===== config.mk =====
export PLATFORM = sky130hd
export DESIGN_NAME = shift_unit_pipe
export DESIGN_NICKNAME = d
export VERILOG_FILES = /design/src/rtl/shift_pkg.sv /design/src/rtl/shift_layer.sv /design/src/rtl/shift_unit_pipe.sv
export SDC_FILE = /design/constraint.sdc
export NUM_CORES = 1
export LEC_CHECK = 0
export CAP_MARGIN = 20
export CORE_UTILIZATION = 43
export DETAILED_ROUTE_END_ITERATION = 12
export GPL_ROUTABILITY_DRIVEN = 1
export PLACE_DENSITY_LB_ADDON = 0.2
export SLEW_MARGIN = 20
export SYNTH_ARGS = -nofsm -noshare
export SYNTH_HDL_FRONTEND = slang
export SYNTH_HIERARCHICAL = 1
export SYNTH_SLANG_ARGS = --single-unit
export TNS_END_PERCENT = 20

===== constraint.sdc =====
create_clock -name clk -period 3.1 [get_ports clk]
set_input_delay 0.31 -clock clk [delete_from_list [all_inputs] [get_ports clk]]
set_output_delay 0.31 -clock clk [all_outputs]
set_load 0.1 [all_outputs]

===== src/rtl/shift_pkg.sv =====
// Shared definitions for the pipelined shift unit: mode encoding and mode decode helpers.
package shift_pkg;

  typedef enum logic [2:0] {
    ModeSll = 3'b000,
    ModeSrl = 3'b001,
    ModeSra = 3'b010,
    ModeSla = 3'b011,
    ModeRol = 3'b100,
    ModeRor = 3'b101
  } shift_mode_e;

  // Encodings 110 and 111 have no operation behind them.
  function automatic logic mode_illegal(input logic [2:0] mode);
    return mode[2] & mode[1];
  endfunction

  function automatic logic mode_rotate(input logic [2:0] mode);
    return (mode == ModeRol) || (mode == ModeRor);
  endfunction

  function automatic logic mode_left(input logic [2:0] mode);
    return (mode == ModeSll) || (mode == ModeSla) || (mode == ModeRol);
  endfunction

endpackage


===== src/rtl/shift_layer.sv =====
// One barrel-shifter layer: moves the operand by 2**K when enabled and keeps the running
// carry-out and SLA overflow up to date.
module shift_layer
  import shift_pkg::*;
#(
  parameter int unsigned BITS = 8,
  parameter int unsigned K    = 0
) (
  input  logic            en,
  input  logic [BITS-1:0] data,
  input  logic [2:0]      mode,
  input  logic            sign,
  input  logic            carry,
  input  logic            over,
  output logic [BITS-1:0] res_data,
  output logic            res_carry,
  output logic            res_over
);

  localparam int unsigned Shift = 2 ** K;
  // Upper Shift bits, used to sign-fill arithmetic right shifts.
  localparam logic [BITS-1:0] HiMask = ~({BITS{1'b1}} >> Shift);

  // Apply this layer's shift; the last active layer leaves the final carry behind.
  always_comb begin
    res_data  = data;
    res_carry = carry;
    res_over  = over;
    if (en) begin
      case (mode)
        ModeSll, ModeSla: begin
          res_data  = data << Shift;
          res_carry = data[BITS-Shift];
          // Every bit pushed out, and every intermediate MSB, must match the original sign.
          if (mode == ModeSla) begin
            res_over = over | (data[BITS-1 -: Shift] != {Shift{sign}}) |
                       (res_data[BITS-1] != sign);
          end
        end
        ModeSrl: begin
          res_data  = data >> Shift;
          res_carry = data[Shift-1];
        end
        ModeSra: begin
          res_data  = (data >> Shift) | (sign ? HiMask : '0);
          res_carry = data[Shift-1];
        end
        ModeRol: begin
          res_data  = (data << Shift) | (data >> (BITS - Shift));
          res_carry = res_data[0];
        end
        ModeRor: begin
          res_data  = (data >> Shift) | (data << (BITS - Shift));
          res_carry = res_data[BITS-1];
        end
        default: ;
      endcase
    end
  end

endmodule


===== src/rtl/shift_unit_pipe.sv =====
// Pipelined barrel shifter with valid/ready on both sides. log2(BITS) layers are spread over
// PIPE_STAGES register ranks; the whole pipe advances together whenever the output can move.
module shift_unit_pipe
  import shift_pkg::*;
#(
  parameter int unsigned BITS        = 8,
  parameter int unsigned PIPE_STAGES = 2,
  parameter int unsigned TAG_W       = 4
) (
  input  logic             clk,
  input  logic             rst,
  input  logic             in_valid,
  output logic             in_ready,
  input  logic [BITS-1:0]  A,
  input  logic [BITS-1:0]  B,
  input  logic [2:0]       mode,
  input  logic [TAG_W-1:0] tag_in,
  output logic             out_valid,
  input  logic             out_ready,
  output logic [BITS-1:0]  M,
  output logic             carry,
  output logic             over,
  output logic [TAG_W-1:0] tag_out
);

  localparam int unsigned Layers  = $clog2(BITS);
  localparam int unsigned PerRank = Layers / PIPE_STAGES;
  localparam logic [BITS-1:0] RangeLimit = BITS'(BITS);

  typedef struct packed {
    logic              valid;
    logic [BITS-1:0]   data;
    logic [Layers-1:0] amt;
    logic [2:0]        mode;
    logic              sign;
    logic              carry;
    logic              over;
    logic [TAG_W-1:0]  tag;
  } stage_t;

  stage_t entry;
  stage_t out_stage;
  stage_t lin    [Layers];
  stage_t lout   [Layers];
  stage_t rank_q [PIPE_STAGES];
  logic   adv;
  logic   fill;

  assign out_stage = rank_q[PIPE_STAGES-1];
  assign adv       = !out_stage.valid | out_ready;
  assign in_ready  = adv;

  // Range check and illegal-mode handling; such ops enter with amt=0 so no layer touches them.
  always_comb begin
    entry       = '0;
    entry.valid = in_valid;
    entry.mode  = mode;
    entry.sign  = A[BITS-1];
    entry.tag   = tag_in;
    fill        = (mode == ModeSra) & A[BITS-1];
    if (mode_illegal(mode)) begin
      entry.over = 1'b1;
    end else if (!mode_rotate(mode) && (B >= RangeLimit)) begin
      entry.data = {BITS{fill}};
      entry.over = 1'b1;
      if (B == RangeLimit) begin
        entry.carry = mode_left(mode) ? A[BITS-1] : A[0];
      end else begin
        entry.carry = fill;
      end
    end else begin
      entry.data = A;
      entry.amt  = B[Layers-1:0];
    end
  end

  // Layers go to ranks in equal contiguous groups; any remainder lands in the last rank.
  for (genvar k = 0; k < Layers; k++) begin : g_layer
    localparam int unsigned Rank =
        (k / PerRank >= PIPE_STAGES) ? PIPE_STAGES - 1 : k / PerRank;
    logic [BITS-1:0] l_data;
    logic            l_carry;
    logic            l_over;

    if (k == Rank * PerRank) begin : g_head
      if (Rank == 0) begin : g_entry
        assign lin[k] = entry;
      end else begin : g_reg
        assign lin[k] = rank_q[Rank-1];
      end
    end else begin : g_chain
      assign lin[k] = lout[k-1];
    end

    shift_layer #(
      .BITS(BITS),
      .K   (k)
    ) u_layer (
      .en       (lin[k].amt[k]),
      .data     (lin[k].data),
      .mode     (lin[k].mode),
      .sign     (lin[k].sign),
      .carry    (lin[k].carry),
      .over     (lin[k].over),
      .res_data (l_data),
      .res_carry(l_carry),
      .res_over (l_over)
    );

    assign lout[k] = '{valid: lin[k].valid, data: l_data, amt: lin[k].amt,
                       mode: lin[k].mode, sign: lin[k].sign, carry: l_carry,
                       over: l_over, tag: lin[k].tag};
  end

  for (genvar r = 0; r < PIPE_STAGES; r++) begin : g_rank
    localparam int unsigned Last =
        (r == PIPE_STAGES - 1) ? Layers - 1 : (r + 1) * PerRank - 1;
    // All ranks move on adv together so bubbles and ops stay in lockstep.
    always_ff @(posedge clk) begin
      if (rst) begin
        rank_q[r] <= '0;
      end else if (adv) begin
        rank_q[r] <= lout[Last];
      end
    end
  end

  assign out_valid = out_stage.valid;
  assign M         = out_stage.data;
  assign carry     = out_stage.carry;
  assign over      = out_stage.over;
  assign tag_out   = out_stage.tag;

  // Control fields are spent by the time an op reaches the output.
  logic unused_fields;
  assign unused_fields = ^{out_stage.amt, out_stage.mode, out_stage.sign};

endmodule


==> Yosys cells after proc, flatten, opt, wreduce, memory -nomap -nowiden <==
Memories as Yosys holds them, arrays and structs flattened.
Cells that the tools add are included.
{ "totals": {"output_inout_bits": 16, "memories": 1, "reg_bits": 0, "ramBits": 44, "elab_cells": 90, "input_bits": 27} }
{ "op_classes": {"order_cmp": 1, "mux": 39, "n_eq_ne": 17, "n_bitwise": 19, "n_reduce_logical": 13} }
{ "mem_list": {"columns": ["memory", "depth", "width", "rd", "rd_ports_with_merged_regs", "wr", "line", "text"], "rows": [
  ["rank_q", 2, 22, 2, 0, 2, "shift_unit_pipe.sv:45", "stage_t rank_q [PIPE_STAGES];"]
]} }
{ "ops": {"columns": ["cell", "count"], "rows": [
  ["one-hot mux 8 bit (5 select lines)", 2],
  ["2-to-1 mux 8 bit", 7],
  ["2-to-1 mux 22 bit", 2],
  ["one-hot mux 8 bit (4 select lines)", 1],
  ["2-to-1 mux 1 bit", 21],
  ["OR 6 x 8 -> 8 bit", 2],
  ["OR 7 x 8 -> 8 bit", 2],
  ["== test 3 x 2 -> 1 bit (second input constant)", 4],
  ["== test 3 bit (second input constant)", 4],
  ["one-hot mux 1 bit (4 select lines)", 3],
  ["2-to-1 mux 11 bit", 1],
  ["OR reduction 2 bit", 5],
  ["OR 1 bit", 9],
  ["== test 8 x 4 -> 1 bit (second input constant)", 1],
  ["greater-or-equal comparator 8 x 4 -> 1 bit (second input constant)", 1],
  ["OR 4 x 8 -> 8 bit", 1],
  ["OR 8 x 1 -> 8 bit", 1],
  ["OR 8 x 2 -> 8 bit", 1],
  ["OR 8 x 4 -> 8 bit", 1],
  ["== test 3 x 1 -> 1 bit (second input constant)", 2],
  ["zero test 3 bit", 2],
  ["!= test 1 bit", 4],
  ["!= test 4 bit", 1],
  ["logical OR 1 bit", 3],
  ["6 further kinds", 8]
]} }

==> Logic depth before layout (Yosys ltp) <==
{ "depth": {"ltp_word": 13, "mapped_depth": 8, "ltp_nobuf": 7} }

==> By module <==
The synthesis kept the hierarchy.
{ "by_module_without_submodules": {"columns": ["module", "area_per_inst_um2", "cells_each", "seq_area_each_um2", "n_inst"], "rows": [
  ["shift_unit_pipe", 1564.0, 114, 1081.0, 1],
  ["shift_layer (g_layer[2].u_layer)", 349.1, 43, 0.0, 1],
  ["shift_layer (g_layer[1].u_layer)", 335.3, 45, 0.0, 1],
  ["shift_layer (g_layer[0].u_layer)", 286.5, 40, 0.0, 1]
]} }

==> Least setup slack after synthesis <==
OpenSTA, ideal clock, no wires.
{ "synth_path": {"kind": "register to register", "startpoint": "memory rank_q[1][21] (netlist name)", "endpoint": "memory rank_q[0][0] (netlist name), enable pin", "setup_slack_ns": 0.204, "synth_period_minus_slack_ns": 2.896, "path_buffers": 0, "t_required_ns": 2.759, "arrival_time_ns": 2.555, "path_stages_with_launch": 3, "setup_ns": 0.341, "cell_sequence": "edfxtp_1 -> nand2b_1 -> or2_2"} }
{ "synth_lines": {"columns": ["item", "line"], "rows": [
  ["start: declaration", "shift_unit_pipe.sv:45"]
]} }

==> results.cfg <==
[run]
cap_viol_max_count = 0

[logic_synthesis]
yosysWarnings = 6
synth_area_um2 = 2530
ys_seq_area_share_pct = 42.6
synth_area_leader_cell = edfxtp_1
yosys-top-cells-area = edfxtp_1 43%, and2_1 8.9%, a221o_1 5.9%
synthFlopType = edfxtp_1
syn_area_per_cell_um2 = 10.5
syn-instance-count = 242
syn-num-nets = 269
synth_cell_types = 55
synth_top_area_share_pct = 42.6
async_flop_share_pct = 0
synth_edf_count = 36
synth_seq_cells = 36

[layout]
finalNetCount = 319
reg_top3 = rank_q (36)
largest_reg_flops = 36
top_register = rank_q
nFillCells = 530
area_growth_pct = 24.6
diodes = 0
drive_gt1_share_pct = 13.3

[clocking]
cts_num_sinks = 36
cts_buffer_depth = 2
path_clk_slew_ns = 0.08
cts_hold_buf = 0
htreeDepth = 2
cts-resized-gates = 0
post_cts_buffers = 0
clkLatencyLatePin_ns = 0.30
cts_tree = yes
root_buffer = clkbuf_8
cts_buffers = 5

[route]
viasPerCell = 5.62
wl_per_cell_um = 14.0
ant_nets = 0
vias = 2050
first_pass_iters = 4
drc_errors = 0
drtIter0Drc = 146
wirelength_um = 5120

[die]
fp.dieArea_um2 = 6210
rows = 27
die_height_um = 78.8
initial_core_util_pct = 45.2
io_pins = 43
die_w_um = 78.8
coreArea_um2 = 5610

[sta]
fin_crit_sh_pct = 83.6
timing.slew.headroom_pct = 34.3
rsz0062_at_grt = no
setup_viol = 0
slew_viol_final = 0
fmax_ghz = 0.386
clock_skew_ns = 0.00909
worstMarginPinSlew_ns = 0.983
fin_crit_ns = 2.59
setup_tns_ns = 0
hold_viol_final = 0

[critical_path]
r2r_end = rank_q[1][4]
setup.worst_path.class = reg2reg
critPathLaunch = rank_q[0][9]
regToRegSetupSlack_ns = 0.51
cp.arrival_ns = 2.65
critical_path.max_stage_delay_ns = 0.61
path_max_fanout = 13
timing.rr.start = rank_q[0][9]
path_cells = a21boi_2, and2b_2, a221o_1, nor3_1, a2bb2oi_1, a41o_2, and2_1
startpoint_type = flop
reg2reg_depth = 7
cp.required_ns = 3.16
worstSetupEndpointType = flop
endpoint = rank_q[1][4]
slowest_stage = edfxtp_1

[power_and_ir_drop]
ir_drop_mv = 0.227
finalPower_mw = 1.40
p_leak_nw = 1.24
power_density_nw_per_um2 = 442

[global_route]
grt_pass1_wl_um = 8250
grt_pass1_vias = 1851
grt_max_degree = 37
grt_usage_pct = 16.9
grt_antenna_before_repair = 0
overflow = 0

[worst_hold_path]
min_path_type = reg2reg

[placed_design]
hpwl_um = 3720
portBuffers = 42
gp_routability_congestion = 0.890

[status]
status = finished clean
## cell type report
class	count	area [um^2]	share of cell area, %
Timing Repair Buffer	53	500	15.8
Inverter	10	37.5	1.19
Clock buffer	5	68.8	2.18
Multi-Input combinational cell	186	1330	42.2
Clock inverter	3	46.3	1.47
Sequential cell	36	1080	34.2
Tap cell	72	90.1	2.85
## routing by layer
| layer | share of wire (%) | wire, um | vias to the layer above | GRT usage, % |
|---|---|---|---|---|
| met4 | 1.9 | 99 | 0 | 7.59 |
| li1 | - | - | 1032 | - |
| met2 | 51 | 2600 | 45 | 29.7 |
| met3 | 3.5 | 177 | 9 | 3.10 |
| met5 | 0 | 0 | - | 0 |
| met1 | 44 | 2250 | 964 | 20.0 |
## worst min path at each step
stage                  start       endpoint  slack, ns  cells after the start
2_1_floorplan   rank_q[0][0]   rank_q[1][0]       0.50                      1
3_3_place_gp    rank_q[0][1]   rank_q[1][1]       0.50                      1
3_5_place_dp   rank_q[0][21]  rank_q[1][21]       0.50                      1
4_1_cts        rank_q[0][21]  rank_q[1][21]       0.52                      1
5_1_grt        rank_q[0][21]  rank_q[1][21]       0.54                      1
6_report        rank_q[0][3]   rank_q[1][3]       0.52                      1
## synth_stat cells, types with 3 or more instances
cell	instances
and2_1	36
edfxtp_1	36
o21ai_0	18
a221o_1	15
nor2b_1	12
nor2_1	11
inv_1	10
nand2_1	7
nor3b_1	6
and2b_2	5
and3_1	5
buf_6	5
a32o_1	4
and2b_1	4
o32a_1	4
a21boi_2	3
a31oi_1	3
a41oi_1	3
and3b_1	3
clkbuf_1	3
nand2b_1	3
nand3_1	3
## worst max-delay path: cells and delay by family (launching register included)
| family | cells | cell delay [ns] |
|---|---|---|
| and+or+nand+nor | 3 | 0.61 |
| AOI/OAI and AO/OA | 4 | 1.15 |
| DFF | 1 | 0.61 |
## power breakdown
| group | total (mW) | leakage [nW] | switching (mW) | internal [mW] |
|---|---|---|---|---|
| clock network | 0.417 | 0.0548 | 0.175 | 0.242 |
| logic | 0.374 | 0.763 | 0.230 | 0.145 |
| registers | 0.605 | 0.425 | 0.0301 | 0.575 |
## layout by cell type (no fill, tap or decap), drive strengths merged, types with 9 or more instances in the layout
| cell | count |
|---|---|
| buf | 12 |
| and2 | 36 |
| clkdlybuf4s50 | 41 |
| inv | 11 |
| a221o | 15 |
| nor2 | 11 |
| edfxtp | 36 |
| nor2b | 13 |
| and2b | 9 |
| o21ai | 18 |
## metrics by stage
stage	cells	area, um^2	util [%]	hold WS [ns]	worst slack, ns
3_5_place_dp	357	3040	54.3	0.503	0.188
5_1_grt	365	3160	56.3	0.536	0.356
3_3_place_gp	357	3040	54.3	0.501	0.237
6_report	365	3160	56.3	0.521	0.509
4_1_cts	365	3160	56.3	0.523	0.507
2_1_floorplan	242	2530	-	0.497	0.204
## cell families after synthesis
group | count (synthesis) | share of synthesized area, %
AND/OR/NAND/NOR | 113 | 28.7
AO/OA/AOI/OAI | 69 | 22.3
flip-flops | 36 | 42.6
buffers and inverters | 20 | 4.74
multiplexers | 3 | 1.28
XOR/XNOR | 1 | 0.346
No activity file was read; power rests on OpenSTA's default activity.
